--- src/rtl/ghpi_bus_arbiter_if.sv ---
// Signal bundle between the imem/dmem masters, the arbiter and the shared memory bus.
// The slave modport is the arbiter's view; the master modport is the surrounding system's.
`timescale 1ns/1ps
interface ghpi_bus_arbiter_if;
    logic [31:0] imem_addr_i;
    logic        imem_valid_i;
    logic [31:0] imem_data_o;
    logic        imem_ack_o;
    logic [31:0] dmem_addr_i;
    logic [31:0] dmem_data_i;
    logic [3:0]  dmem_sel_i;
    logic        dmem_we_i;
    logic        dmem_valid_i;
    logic [31:0] dmem_data_o;
    logic        dmem_ack_o;
    logic [31:0] bus_addr_o;
    logic [31:0] bus_data_o;
    logic [3:0]  bus_sel_o;
    logic        bus_we_o;
    logic        bus_valid_o;
    logic [31:0] bus_data_i;
    logic        bus_ack_i;
    logic        timeout_o;

    modport slave (
        input  imem_addr_i, imem_valid_i,
        input  dmem_addr_i, dmem_data_i, dmem_sel_i, dmem_we_i, dmem_valid_i,
        input  bus_data_i, bus_ack_i,
        output imem_data_o, imem_ack_o, dmem_data_o, dmem_ack_o,
        output bus_addr_o, bus_data_o, bus_sel_o, bus_we_o, bus_valid_o, timeout_o
    );

    modport master (
        output imem_addr_i, imem_valid_i,
        output dmem_addr_i, dmem_data_i, dmem_sel_i, dmem_we_i, dmem_valid_i,
        output bus_data_i, bus_ack_i,
        input  imem_data_o, imem_ack_o, dmem_data_o, dmem_ack_o,
        input  bus_addr_o, bus_data_o, bus_sel_o, bus_we_o, bus_valid_o, timeout_o
    );
endinterface

--- src/rtl/ghpi_bus_arbiter.sv ---
// Merges imem and dmem valid/ack masters onto one memory bus with a registered grant,
// round-robin or dmem-priority arbitration and an optional watchdog against a dead slave.
`timescale 1ns/1ps
module ghpi_bus_arbiter #(
    parameter int unsigned PRIORITY       = 0,
    parameter int unsigned TIMEOUT_CYCLES = 0
) (
    input logic               clk_i,
    input logic               rst_i,
    ghpi_bus_arbiter_if.slave bus_if
);

    typedef enum logic [1:0] {StIdle, StGntI, StGntD} state_e;

    state_e state_q, state_d, arb;
    logic   last_d_q, last_d_d;  // most recent grant went to dmem
    logic   valid_raw, handshake, expire, complete, take_arb;

    always_comb begin
        arb = StIdle;
        if (bus_if.imem_valid_i && bus_if.dmem_valid_i) begin
            arb = (PRIORITY != 0 || !last_d_q) ? StGntD : StGntI;
        end else if (bus_if.imem_valid_i) begin
            arb = StGntI;
        end else if (bus_if.dmem_valid_i) begin
            arb = StGntD;
        end
    end

    always_comb begin
        bus_if.bus_addr_o = '0;
        bus_if.bus_data_o = '0;
        bus_if.bus_sel_o  = '0;
        bus_if.bus_we_o   = 1'b0;
        valid_raw         = 1'b0;
        unique case (state_q)
            StGntI: begin
                bus_if.bus_addr_o = bus_if.imem_addr_i;
                bus_if.bus_sel_o  = 4'b1111;
                valid_raw         = bus_if.imem_valid_i;
            end
            StGntD: begin
                bus_if.bus_addr_o = bus_if.dmem_addr_i;
                bus_if.bus_data_o = bus_if.dmem_data_i;
                bus_if.bus_sel_o  = bus_if.dmem_sel_i;
                bus_if.bus_we_o   = bus_if.dmem_we_i;
                valid_raw         = bus_if.dmem_valid_i;
            end
            default: ;
        endcase
    end

    assign bus_if.bus_valid_o = valid_raw & ~expire;
    assign handshake          = bus_if.bus_valid_o & bus_if.bus_ack_i;
    // A dropped request (abort) also ends the transfer, without any ack.
    assign complete           = (state_q != StIdle) && (handshake || !valid_raw || expire);
    assign take_arb           = (state_q == StIdle) || complete;

    always_comb begin
        state_d  = state_q;
        last_d_d = last_d_q;
        if (take_arb) begin
            state_d = arb;
            if (arb != StIdle) begin
                last_d_d = (arb == StGntD);
            end
        end
    end

    always_ff @(posedge clk_i or negedge rst_i) begin
        if (!rst_i) begin
            state_q  <= StIdle;
            last_d_q <= 1'b1;
        end else begin
            state_q  <= state_d;
            last_d_q <= last_d_d;
        end
    end

    if (TIMEOUT_CYCLES > 0) begin : g_wdog
        localparam int unsigned   CntW    = $clog2(TIMEOUT_CYCLES + 1);
        localparam logic [CntW-1:0] CntLast = CntW'(TIMEOUT_CYCLES - 1);

        logic [CntW-1:0] cnt_q, cnt_d;

        always_comb begin
            cnt_d = cnt_q;
            if (take_arb) begin
                cnt_d = '0;
            end else if (!handshake) begin
                cnt_d = cnt_q + CntW'(1);
            end
        end

        always_ff @(posedge clk_i or negedge rst_i) begin
            if (!rst_i) begin
                cnt_q <= '0;
            end else begin
                cnt_q <= cnt_d;
            end
        end

        // A real ack in the expiry cycle takes precedence over the forced completion.
        assign expire = (state_q != StIdle) && valid_raw && !bus_if.bus_ack_i &&
                        (cnt_q == CntLast);
    end else begin : g_no_wdog
        assign expire = 1'b0;
    end

    assign bus_if.timeout_o   = expire;
    assign bus_if.imem_ack_o  = (state_q == StGntI) && (handshake || expire);
    assign bus_if.dmem_ack_o  = (state_q == StGntD) && (handshake || expire);
    assign bus_if.imem_data_o = (state_q == StIdle || (state_q == StGntI && expire)) ?
                                '0 : bus_if.bus_data_i;
    assign bus_if.dmem_data_o = (state_q == StIdle || (state_q == StGntD && expire)) ?
                                '0 : bus_if.bus_data_i;

endmodule

--- src/flat_wrapper.sv ---
// flat-port wrapper written by rule: the top's interface ports become plain ports
module ghpi_bus_arbiter_flat 
#(
    parameter int unsigned PRIORITY       = 0,
    parameter int unsigned TIMEOUT_CYCLES = 0
)
  (clk_i, rst_i, bus_if_imem_addr_i, bus_if_imem_valid_i, bus_if_dmem_addr_i, bus_if_dmem_data_i, bus_if_dmem_sel_i, bus_if_dmem_we_i, bus_if_dmem_valid_i, bus_if_bus_data_i, bus_if_bus_ack_i, bus_if_imem_data_o, bus_if_imem_ack_o, bus_if_dmem_data_o, bus_if_dmem_ack_o, bus_if_bus_addr_o, bus_if_bus_data_o, bus_if_bus_sel_o, bus_if_bus_we_o, bus_if_bus_valid_o, bus_if_timeout_o);
  ghpi_bus_arbiter_if bus_if_i ();
  input logic clk_i;
  input logic rst_i;
  input wire logic [$bits(bus_if_i.imem_addr_i)-1:0] bus_if_imem_addr_i;
  input wire logic [$bits(bus_if_i.imem_valid_i)-1:0] bus_if_imem_valid_i;
  input wire logic [$bits(bus_if_i.dmem_addr_i)-1:0] bus_if_dmem_addr_i;
  input wire logic [$bits(bus_if_i.dmem_data_i)-1:0] bus_if_dmem_data_i;
  input wire logic [$bits(bus_if_i.dmem_sel_i)-1:0] bus_if_dmem_sel_i;
  input wire logic [$bits(bus_if_i.dmem_we_i)-1:0] bus_if_dmem_we_i;
  input wire logic [$bits(bus_if_i.dmem_valid_i)-1:0] bus_if_dmem_valid_i;
  input wire logic [$bits(bus_if_i.bus_data_i)-1:0] bus_if_bus_data_i;
  input wire logic [$bits(bus_if_i.bus_ack_i)-1:0] bus_if_bus_ack_i;
  output wire logic [$bits(bus_if_i.imem_data_o)-1:0] bus_if_imem_data_o;
  output wire logic [$bits(bus_if_i.imem_ack_o)-1:0] bus_if_imem_ack_o;
  output wire logic [$bits(bus_if_i.dmem_data_o)-1:0] bus_if_dmem_data_o;
  output wire logic [$bits(bus_if_i.dmem_ack_o)-1:0] bus_if_dmem_ack_o;
  output wire logic [$bits(bus_if_i.bus_addr_o)-1:0] bus_if_bus_addr_o;
  output wire logic [$bits(bus_if_i.bus_data_o)-1:0] bus_if_bus_data_o;
  output wire logic [$bits(bus_if_i.bus_sel_o)-1:0] bus_if_bus_sel_o;
  output wire logic [$bits(bus_if_i.bus_we_o)-1:0] bus_if_bus_we_o;
  output wire logic [$bits(bus_if_i.bus_valid_o)-1:0] bus_if_bus_valid_o;
  output wire logic [$bits(bus_if_i.timeout_o)-1:0] bus_if_timeout_o;
  assign bus_if_i.imem_addr_i = bus_if_imem_addr_i;
  assign bus_if_i.imem_valid_i = bus_if_imem_valid_i;
  assign bus_if_i.dmem_addr_i = bus_if_dmem_addr_i;
  assign bus_if_i.dmem_data_i = bus_if_dmem_data_i;
  assign bus_if_i.dmem_sel_i = bus_if_dmem_sel_i;
  assign bus_if_i.dmem_we_i = bus_if_dmem_we_i;
  assign bus_if_i.dmem_valid_i = bus_if_dmem_valid_i;
  assign bus_if_i.bus_data_i = bus_if_bus_data_i;
  assign bus_if_i.bus_ack_i = bus_if_bus_ack_i;
  assign bus_if_imem_data_o = bus_if_i.imem_data_o;
  assign bus_if_imem_ack_o = bus_if_i.imem_ack_o;
  assign bus_if_dmem_data_o = bus_if_i.dmem_data_o;
  assign bus_if_dmem_ack_o = bus_if_i.dmem_ack_o;
  assign bus_if_bus_addr_o = bus_if_i.bus_addr_o;
  assign bus_if_bus_data_o = bus_if_i.bus_data_o;
  assign bus_if_bus_sel_o = bus_if_i.bus_sel_o;
  assign bus_if_bus_we_o = bus_if_i.bus_we_o;
  assign bus_if_bus_valid_o = bus_if_i.bus_valid_o;
  assign bus_if_timeout_o = bus_if_i.timeout_o;
  ghpi_bus_arbiter #(.PRIORITY(PRIORITY), .TIMEOUT_CYCLES(TIMEOUT_CYCLES)) u_core (.clk_i(clk_i), .rst_i(rst_i), .bus_if(bus_if_i));
endmodule
--- config.mk ---
export PLATFORM = sky130hd
export DESIGN_NAME = ghpi_bus_arbiter_flat
export DESIGN_NICKNAME = d
export VERILOG_FILES = /design/src/rtl/ghpi_bus_arbiter_if.sv /design/src/rtl/ghpi_bus_arbiter.sv /design/src/flat_wrapper.sv
export SDC_FILE = /design/constraint.sdc
export NUM_CORES = 1
export LEC_CHECK = 0
export ABC_AREA = 1
export CORE_MARGIN = 8
export CORE_UTILIZATION = 19
export DETAILED_ROUTE_END_ITERATION = 16
export HOLD_SLACK_MARGIN = 0.12
export PLACE_DENSITY = 0.9
export SLEW_MARGIN = 40
export SYNTH_ARGS = -nofsm -noshare
export SYNTH_HDL_FRONTEND = slang
export SYNTH_SLANG_ARGS = --single-unit
--- constraint.sdc ---
create_clock -name clk_i -period 1.15 [get_ports clk_i]
set_input_delay 0.115 -clock clk_i [delete_from_list [all_inputs] [get_ports clk_i]]
set_output_delay 0.115 -clock clk_i [all_outputs]
set_load 0.02 [all_outputs]
# == Word level (Yosys, flattened, before mapping) ==
# Cells that the tools add are included.
# W data, S select, Z words.
# totals
rom_bits,0
regBits,3
latch_bits,0
ram_bits,0
in_bits,138
elab_cells,27
out_inout_bits,137
n_memories,0
# op_classes
multipliers,0
shift,0
mux,10
eq_ne,3
add_sub_neg,0
n_reduce_logical,11
div_mod_pow,0
n_lt_le_gt_ge,0
bitwise,1
# ops
op,n
$mux W32,2
$pmux W32 S2,1
$mux W2,4
$pmux W4 S2,1
$eq A2 B2 Y1 const B,2
$logic_and A1 B1 Y1,4
$reduce_bool A2 Y1,2
$eq A2 B1 Y1 const B,1
$logic_not A2 Y1,1
$logic_or A1 B1 Y1,2
$pmux W1 S2,1
$reduce_and A2 Y1,1
$and A1 B1 Y1,1
$logic_not A1 Y1,1
$mux W1,1

# == Depth between registers and ports, before layout ==
# logic_depth
word_depth,7
depth_mapped,9
ltp_nobuf,8

# == Worst setup path after synthesis ==
# OpenSTA, ideal clock, no wires.
# synth_timing
path_kind,register -> output
startpoint,register u_core.state_q[0]
endpoint,output bus_if_imem_data_o[10]
t_arrival_ns,1.424
setup_slack_ns,-0.389
path_stages_with_launch,7
n_path_buf,3
required_ns,1.035
cell_sequence,dfrtp_1 > inv_1 > ha_1 > buf_2 > buf_2 > nor2_1 > buf_4
# synth_between
elab_chain_len,2
# synth_lines
element,line_no,text
from (decl),ghpi_bus_arbiter.sv:15,"state_e state_q, state_d, arb;"
from (signal assigned),ghpi_bus_arbiter.sv:72,state_q <= StIdle;
from (signal assigned),ghpi_bus_arbiter.sv:75,state_q <= state_d;
$logic_not A2 Y1,n/a,
$mux W32,n/a,
to (decl),flat_wrapper.sv:20,output wire logic [$bits(bus_if_i.imem_data_o)-1:0] bus_if_imem_data_o;
# Every way passes these cells.

# == Worst setup path in the final report ==
# layout_timing
startpoint,register u_core.state_q[0]
endpoint,output bus_if_bus_sel_o[2]
# layout_between
elab_chain_len,2
word_cells_on_any_way,3
classes_between,eq/ne: 2; mux: 1
# layout_lines
element,line_no,text
$eq A2 B2 Y1 or $eq A2 B1 Y1 (tied branches),ghpi_bus_arbiter.sv:36,unique case (state_q)
$pmux W4 S2 *,ghpi_bus_arbiter.sv:36,
to (decl),flat_wrapper.sv:26,output wire logic [$bits(bus_if_i.bus_sel_o)-1:0] bus_if_bus_sel_o;
# Mark *: on every way between the ends. The rest lies on a longest branch, timed or not.

==> results.md <==
- Drt wl/cell: between 15 and 20 µm
- Initial DRC Count: 160
- Final period util: 1.52
- Synth Instances: ~320
- Io pins: 275
- H-tree lvl count: 1
- Vias: 3144
- Max Buffers Root-to-Sink: 2
- Site row count: 33
- Fin area: about 0.006 mm²
- Worst Hold Launch: u_core.last_d_q$_DFFE_PN1P_
- Die Height: 106 µm
- Pin count of the biggest net entering global routing: 21
- Largest stage delay, worst path: between 300 and 400 ps
- Final WS setup: -603 ps
- Minimum clock period: roughly 1800 ps
- Worst path cell trace: inv_2 -> ha_4 -> buf_12 -> buf_12 -> nand2_1 -> a21oi_4 -> buf_6
- Synth Net Count: 462
- Warnings, synthesis: 0
- Setup CP Type: reg2out
- Number of vias per cell: between 4 and 5
- GR Overflow Total: 0
- Initial core utilization: 0.192
- Core box area: just over 0.008 mm²
- Fmax: between 500 and 600 MHz
- CP Data Arrival Time: between 1500 and 2000 ps
- Fin. Hold Viols: 0
- TritonCTS Buffers: 3
- Synth-to-layout area growth: 286%
- # Max-Cap Violations: 0
- Crit Reg-Reg Startpoint: u_core.state_q[1]$_DFFE_PN0P_
- Proportion of layout cells with a drive suffix above 1: 0.636
- CTS tree: done
- Placed Area: 0.00504 mm²
- Syn_area_per_cell: ~4.8 µm²
- First-pass GRT wire length: 19000 µm
- Antenna Violating Nets Remaining: 0
- Sequential cell area fraction in the yosys report: 0.0491
- Status: finished with violations
- CP endpoint kind: primary output
- Post-Syn Area: between 0.0015 and 0.002 mm²
- Tot GR Track Use: 0.214
- Number of setup violations in the final report: 139
- TritonRoute pass-1 iters: 5
- CTS root buf: clkbuf_8
- Clk pin slew, worst setup/hold paths: approximately 30 ps
- Hold crit path type: reg2reg
- Cell depth of the worst flop-to-flop path: 10
- Dpl hpwl: ~10000 µm
- RSZ-0062 raised after global routing: yes
- CP max-delay cell: dfrtp_1
- GP Congestion: about 0.8
- Drt total wl: approximately 14000 µm
- Die ar.: roughly 0.011 mm²
- Startpoint types: register
- Largest cells by area after synthesis: nand2_1 (26%), buf_4 (19%), inv_1 (17%)
- Slew Limit Fails: 0
- Clock sink count: 3
- Initial antenna violation count: 0
- Placed insts: roughly 670
- CP max FO: 18
- Worst Hold Depth: 2
- Synth unique cells: 18
- Synth Register Bits: 3
- Die width: about 110 µm
- Final setup TNS: -59350 ps
- Synth area leader: nand2_1
- Failing checks: setup timing
- Clk_lat worst skew: 210 ps
- Peak VDD IR: between 0.4 and 0.5 mV
- Worst EP required: between 1000 and 1500 ps
- Nets: 755
- Vias in the first global route: 3317
- Top cell type's share of synthesized area: 0.258
- Drt drc: 0
- Most common cell on crit path: buf_12
- Final std cells w/o fill: ~720
- Post-route clock skew: around 0.9 ps
- Leak: 2.73 nW
- Pwr per Cell Area: roughly 810 mW/mm²
- Critical path launch point: u_core.state_q[0]$_DFFE_PN0P_
- # port buffers: 273
- Number of diodes: 0
-- cells in the final DEF (no fill, tap or decap) --
cell	Yosys	routed
nor2_2	1	1
clkdlybuf4s50_1	0	137
buf_6	0	128
buf_8	0	1
nand2_1	107	40
nand2_4	1	4
o21ai_1	2	1
nand2_2	2	66
a21oi_1	38	2
dfrtp_1	2	2
buf_4	40	49
clkinv_8	0	1
ha_4	0	3
dfstp_2	1	1
nand3_4	1	1
clkbuf_16	0	3
inv_1	72	36
inv_2	1	35
clkinvlp_4	0	1
clkbuf_1	0	1
a21oi_2	0	2
buf_16	0	6
buf_12	0	15
dlygate4sd3_1	0	1
conb_1	1	1
nor2_4	0	34
a21oi_4	1	35
o21ai_2	0	1
clkbuf_8	0	3
nand3_1	2	2
-- state kept, by name, indices dropped and copies added (netlist names) --
register and flops:
u_core.last_d_q 1, u_core.state_q 2
-- report_power, final --
group,switching (mW),internal (mW)
logic,2.15,2.31
registers,0.00941,0.122
clock network,0.0624,0.236
total,2.22,2.67
-- synth_stat cells --
master / count
nand3_4: 1
nand3_1: 2
buf_2: 12
ha_1: 3
a21oi_1: 38
conb_1: 1
nor2_2: 1
nor2_1: 34
buf_4: 40
nand2_1: 107
dfrtp_1: 2
o21ai_1: 2
inv_2: 1
dfstp_2: 1
nand2_4: 1
a21oi_4: 1
nand2_2: 2
inv_1: 72
-- cells by family (layout without fill, tap and decap cells) --
logic type,Yosys count,after routing,share of synthesized area
AOI/OAI and AO/OA,41,41,0.139
adders and majority gates,3,3,0.0241
buffers and inverters,125,417,0.408
DFF,3,3,0.0491
other,1,1,0.00241
and+or+nand+nor,148,148,0.377
-- final timing paths --
kind	end	slack, ps
min in group asynchronous	u_core.state_q[0]$_DFFE_PN0P_	660
min	u_core.last_d_q$_DFFE_PN1P_	480
min reg2reg	u_core.last_d_q$_DFFE_PN1P_	480
max in group asynchronous	u_core.last_d_q$_DFFE_PN1P_	270
max	bus_if_bus_sel_o[2]	-600
max reg2reg	u_core.state_q[1]$_DFFE_PN0P_	-400
-- per-layer routing --
metal | track usage | wire, µm
met3 | 0.0581 | 1110
met1 | 0.208 | 4550
met4 | 0.0734 | 572
met2 | 0.421 | 7790
met5 | 0 | 0
-- per-stage QoR --
step / utilization / hold WS [ps] / power (mW) / setup slack (ps)
2_1_floorplan: - / -181 / 2.18 / -247
3_3_place_gp: 0.622 / 310 / 3.56 / -803
3_5_place_dp: 0.622 / 308 / 3.64 / -879
4_1_cts: 0.708 / 477 / 4.59 / -508
5_1_grt: 0.742 / 510 / 5.10 / -640
6_report: 0.742 / 485 / 4.89 / -603
-- repair_timing --
item,in CTS,in global routing
gates resized for setup,802,100
buffers inserted,19,16
hold endpoints to repair,2,0
setup endpoints to repair,139,139
pin swaps,35,16
hold buffers,1,0
cloned,5,4
-- critical path, delay by kind of cell, from the launching register on --
family | cells | cell delay, ps
AND/OR/NAND/NOR | 1 | 120
flip-flops | 1 | 390
buffers and inverters | 4 | 530
AO/OA/AOI/OAI | 1 | 180
adder cells (fa/ha/maj) | 1 | 210
-- cell type report --
type / count / area [µm²]
repair buffers: 340 / 3750
fillers: 520 / 2090
multi-input cells: 193 / 1710
inverters: 73 / 290
well taps: 105 / 131
flip-flops and latches: 3 / 76.3
clock buffers: 4 / 45.0
(Power assumes the default switching activity.)
